$ cat src/rtl/serial_adder_pkg.sv
// Shared types and helpers for the bit-serial adder.
package serial_adder_pkg;

  typedef enum logic [1:0] {
    StIdle  = 2'd0,
    StShift = 2'd1,
    StDone  = 2'd2
  } state_e;

  function automatic int unsigned clog2(input int unsigned v);
    int unsigned r;
    r = 0;
    for (int unsigned i = 0; i < 32; i++) begin
      if ((32'd1 << i) < v) r = i + 1;
    end
    return r;
  endfunction

endpackage

$ cat src/rtl/full_adder_cell.sv
// Full-adder cell composed of two half-adder cells and an OR of their carries.
module full_adder_cell (
  input  logic a,
  input  logic b,
  input  logic cin,
  output logic s,
  output logic co
);

  logic s0, c0, c1;

  half_adder_cell u_ha0 (
    .a  (a),
    .b  (b),
    .s  (s0),
    .co (c0)
  );

  half_adder_cell u_ha1 (
    .a  (s0),
    .b  (cin),
    .s  (s),
    .co (c1)
  );

  assign co = c0 | c1;

endmodule

$ cat src/rtl/half_adder_cell.sv
// Gate-level half-adder cell.
module half_adder_cell (
  input  logic a,
  input  logic b,
  output logic s,
  output logic co
);

  assign s  = a ^ b;
  assign co = a & b;

endmodule

$ cat src/rtl/serial_adder.sv
// Bit-serial WIDTH-bit adder: one full-adder cell reused over WIDTH cycles, valid/ready on both sides.
// Define SERIAL_ADDER_OVF_EN to add the two's-complement Overflow output.
module serial_adder
  import serial_adder_pkg::*;
#(
  parameter int unsigned WIDTH = 8
) (
  input  logic             clk,
  input  logic             rst_n,
  input  logic             in_valid,
  output logic             in_ready,
  input  logic [WIDTH-1:0] a,
  input  logic [WIDTH-1:0] b,
  input  logic             cin,
  output logic             out_valid,
  input  logic             out_ready,
  output logic [WIDTH-1:0] sum,
`ifdef SERIAL_ADDER_OVF_EN
  output logic             overflow,
`endif
  output logic             carry
);

  localparam int unsigned CntW = clog2(WIDTH);
  localparam logic [CntW-1:0] CntLast = CntW'(WIDTH - 1);

  state_e state_q, state_d;
  logic [WIDTH-1:0] a_sr_q, a_sr_d, b_sr_q, b_sr_d, sum_q, sum_d;
  logic [CntW-1:0] cnt_q, cnt_d;
  logic cy_q, cy_d, carry_q, carry_d;
  logic fa_s, fa_co;
`ifdef SERIAL_ADDER_OVF_EN
  logic ovf_q, ovf_d;
`endif

  full_adder_cell u_fa (
    .a   (a_sr_q[0]),
    .b   (b_sr_q[0]),
    .cin (cy_q),
    .s   (fa_s),
    .co  (fa_co)
  );

  always_comb begin
    state_d   = state_q;
    a_sr_d    = a_sr_q;
    b_sr_d    = b_sr_q;
    sum_d     = sum_q;
    cnt_d     = cnt_q;
    cy_d      = cy_q;
    carry_d   = carry_q;
`ifdef SERIAL_ADDER_OVF_EN
    ovf_d     = ovf_q;
`endif
    in_ready  = 1'b0;
    out_valid = 1'b0;
    unique case (state_q)
      StIdle: begin
        in_ready = 1'b1;
        if (in_valid) begin
          a_sr_d  = a;
          b_sr_d  = b;
          cy_d    = cin;
          cnt_d   = '0;
          state_d = StShift;
        end
      end
      StShift: begin
        sum_d  = {fa_s, sum_q[WIDTH-1:1]};
        a_sr_d = a_sr_q >> 1;
        b_sr_d = b_sr_q >> 1;
        cy_d   = fa_co;
        if (cnt_q == CntLast) begin
          carry_d = fa_co;
`ifdef SERIAL_ADDER_OVF_EN
          // cy_q here is the carry into the MSB
          ovf_d   = cy_q ^ fa_co;
`endif
          state_d = StDone;
        end else begin
          cnt_d = cnt_q + CntW'(1);
        end
      end
      StDone: begin
        out_valid = 1'b1;
        if (out_ready) state_d = StIdle;
      end
      default: state_d = StIdle;
    endcase
  end

  always_ff @(posedge clk or negedge rst_n) begin
    if (!rst_n) begin
      state_q <= StIdle;
      a_sr_q  <= '0;
      b_sr_q  <= '0;
      sum_q   <= '0;
      cnt_q   <= '0;
      cy_q    <= 1'b0;
      carry_q <= 1'b0;
`ifdef SERIAL_ADDER_OVF_EN
      ovf_q   <= 1'b0;
`endif
    end else begin
      state_q <= state_d;
      a_sr_q  <= a_sr_d;
      b_sr_q  <= b_sr_d;
      sum_q   <= sum_d;
      cnt_q   <= cnt_d;
      cy_q    <= cy_d;
      carry_q <= carry_d;
`ifdef SERIAL_ADDER_OVF_EN
      ovf_q   <= ovf_d;
`endif
    end
  end

  assign sum   = sum_q;
  assign carry = carry_q;
`ifdef SERIAL_ADDER_OVF_EN
  assign overflow = ovf_q;
`endif

endmodule
$ cat config.mk
export PLATFORM = sky130hd
export DESIGN_NAME = serial_adder
export DESIGN_NICKNAME = d
export VERILOG_FILES = /design/src/rtl/serial_adder_pkg.sv /design/src/rtl/full_adder_cell.sv /design/src/rtl/half_adder_cell.sv /design/src/rtl/serial_adder.sv
export SDC_FILE = /design/constraint.sdc
export NUM_CORES = 1
export LEC_CHECK = 0
export BUFFER_PORTS_ARGS = -buffer_cell sky130_fd_sc_hd__buf_2
export CAP_MARGIN = 20
export CORE_ASPECT_RATIO = 1.4
export CORE_MARGIN = 3
export CORE_UTILIZATION = 55
export CTS_BUF_LIST = sky130_fd_sc_hd__clkbuf_4
export DETAILED_ROUTE_END_ITERATION = 12
export PLACE_DENSITY = 0.8
export SLEW_MARGIN = 20
export SYNTH_ARGS = -nofsm -noshare
export SYNTH_HDL_FRONTEND = slang
export SYNTH_SLANG_ARGS = --single-unit
export TNS_END_PERCENT = 1
$ cat constraint.sdc
create_clock -name clk -period 2.79 [get_ports clk]
set_input_delay 0.279 -clock clk [delete_from_list [all_inputs] [get_ports clk]]
set_output_delay 0.279 -clock clk [all_outputs]
set_load 0.02 [all_outputs]
==> impl_metrics.csv <==
group,metric,value,unit
status,status,"complete, no violations",
cells_and_area,final_cell_mix,"dfrtp_1, buf_2, or4b_1, o221a_2",
drt,drc,0,
clock_network,clockBufferDepth,2,
logic_synthesis,syn_nets,149,
clock_network,cts_tree,"built",
power,switchingPower,0.7127,mW
die,die_w,50.73,µm
clock_network,path_clk_slew,90,ps
timing,max_freq,548.1,MHz
clock_network,numCtsBuffers,5,
timing,holdWs,153.7,ps
drt,vias,1120,
timing,finalCritPeriodShare,65.40,%
placement,io_buffer_count,31,
power,combPwrFrac,41.0,%
global_route,grt_max_degree,32,
cells_and_area,diodes,0,
global_route,grt_first_pass_wirelength,4.878,mm
worst_setup_path,arrival,2040,ps
global_route,grt_pass1_vias,1068,
clock_network,htreeDepth,2,
cells_and_area,drive_gt1_share,40.00,%
drt,vias_per_cell,5.864,
clock_network,cts_resized,0,
cells_and_area,stdcell_area,0.001770,mm²
power,p_seq_share,42.1,%
drt,routed_wl,2.954,mm
drt,antenna_left,0,
timing,fin_worst_skew,4.266,ps
timing,relSlewSlack,51.25,%
drt,wl_per_cell,15.47,µm
timing,finalHoldViolCount,0,
logic_synthesis,ys_seq_area_share,50.37,%
die,io_pins,32,
worst_setup_path,crit_type,"reg2reg",
timing,fin_tns_setup,0,ps
worst_hold_path,hp-class,"in2reg",
timing,setup_viol,0,
power,swShare,36.15,%
logic_synthesis,ys_seq_elements,31,
logic_synthesis,synth_area,0.001540,mm²
die,core,0.002643,mm²
worst_setup_path,crit_path_start_kind,"flip-flop",
worst_setup_path,reg2reg_slack,970,ps
global_route,gr-total-overflow,0,
timing,period_needed,1825,ps
worst_setup_path,end_kind,"flip-flop",
logic_synthesis,synth_cell_type_count,29,
drt,firstDrtPassIters,4,
power,power_density,1114,mW/mm²
die,fp.dieH,68.62,µm
run,drv_cap,0,
clock_network,clkLatencyLatePin,320,ps
timing,worst_slew_pin_slew,731.2,ps
clock_network,cts_root_buf,"clkbuf_4",
logic_synthesis,syn_inst,125,
clock_network,cts.sinks,31,
power,p_int,1.259,mW
power,leakage,0.8053,nW
die,initial_core_util,58.29,%
cells_and_area,area_growth,14.95,%
placement,dpl-instance-area,0.001684,mm²
timing,slew_viol_final,0,
worst_setup_path,critical_path_required,3000,ps
power,ir_drop,0.7199,mV
power,p_clk_share,16.9,%
power,report.power.total,1.972,mW
timing,rsz0062_at_grt,"false",
placement,finalWeightedCongestion,0.6927,
worst_setup_path,critPathMaxFanout,21,
global_route,grt_usage,19.13,%
placement,dp_hpwl,2.001,mm
die,dieArea,0.003481,mm²
global_route,antenna_found_initial,0,
logic_synthesis,syn_avg_cell_area,12.32,µm²
logic_synthesis,yosys_warnings,0,
cells_and_area,nNetsFinal,178,
die,rows,22,
drt,drtIter0Drc,12,
timing repair:
action,CTS,global route
endpoints found under the hold margin,17,0
setup buffers,0,0
hold buffers,1,0
power groups by stage:
stage	Combinational (mW)	Sequential, mW	Clock (mW)
6_report	0.808	0.830	0.333
5_1_grt	0.881	0.858	0.365
4_1_cts	0.821	0.829	0.343
3_5_place_dp	0.820	0.835	0
3_3_place_gp	0.777	0.819	0
2_1_floorplan	0.603	0.861	0
cell usage after synthesis:
| library cell | n | share of area, % |
|---|---|---|
| or2_2 | 1 | 0.41 |
| clkbuf_1 | 4 | 0.97 |
| nor2_1 | 1 | 0.24 |
| nand2b_1 | 4 | 1.6 |
| inv_1 | 9 | 2.2 |
| and4bb_2 | 1 | 0.81 |
| nand3b_1 | 1 | 0.49 |
| nand2_1 | 2 | 0.49 |
| o21ai_0 | 1 | 0.32 |
| o221ai_1 | 3 | 1.7 |
| buf_2 | 6 | 1.9 |
| o221a_2 | 10 | 7.3 |
| buf_6 | 1 | 0.73 |
| nor3b_1 | 7 | 3.4 |
| o21ba_2 | 1 | 0.65 |
| ha_1 | 2 | 1.6 |
| a211oi_1 | 5 | 2.4 |
| o21bai_1 | 1 | 0.49 |
| nor4b_1 | 5 | 2.8 |
| nand3_1 | 3 | 0.97 |
| nor4bb_1 | 1 | 0.65 |
| or2b_1 | 1 | 0.49 |
| dfrtp_1 | 31 | 50 |
| or4b_1 | 10 | 6.5 |
| a211o_1 | 2 | 1.1 |
| a21oi_1 | 1 | 0.32 |
| fa_1 | 1 | 1.3 |
| mux2_2 | 9 | 6.6 |
| buf_8 | 1 | 0.97 |
metrics by stage:
stage               utilization, %  setup slack [ps]  std cells
finish                       67.00             965.5        191
global route                 67.00             820.7        191
CTS                          67.00             986.6        191
detailed placement           63.73             992.4        182
global placement             63.73              1127        182
floorplan                        -              1428        125
worst max-delay path, stage by stage (launching register included):
cell and delay, ps:
dfrtp_1 720, nand2b_1 540, o221a_2 450
sequential cells by signal (all words and copies together), names as in the netlist:
name     count
state_q      2
sum          8
cy_q         1
a_sr_q       8
carry        1
b_sr_q       8
cnt_q        3
metal layers:
layer  GRT usage, %  vias to the layer above  routed length (µm)  share of wire (%)
li1               -                      531                   -                  -
met1          23.67                      552                1266                 43
met2          30.39                       30                1497                 51
met3          6.237                        7                 141                4.8
met4          9.091                        0                  48                1.6
met5              0                        -                   0                  0
layout make-up:
class / count / area, µm²
fill: 214 / 872.1
inverter: 9 / 33.78
timing repair buffer: 34 / 180.2
clock buffer: 5 / 37.54
sequential: 31 / 775.7
multi-input combinational: 73 / 659.4
clock inverter: 3 / 38.79
tap: 36 / 45.04
kinds of logic (layout without fill, tap and decap cells):
logic type,after synthesis,count (layout),synth area share (%)
fa+ha+maj,3,3,2.924
buf+inv,21,51,6.823
compound gates,24,24,14.38
mux,9,9,6.580
simple gates,37,37,18.93
flops,31,31,50.37
final timing paths:
path | start | to | cells after the start
setup reg to reg | state_q[0] | cy_q | 2
min in group asynchronous | rst_n | b_sr_q[1] | 2
setup / recovery | state_q[0] | cy_q | 2
hold / removal | out_ready | state_q[1] | 2
max in group asynchronous | rst_n | state_q[1] | 2
hold reg to reg | sum[0] | sum[0] | 1
Note: power is estimated with default switching activity, not from simulation.
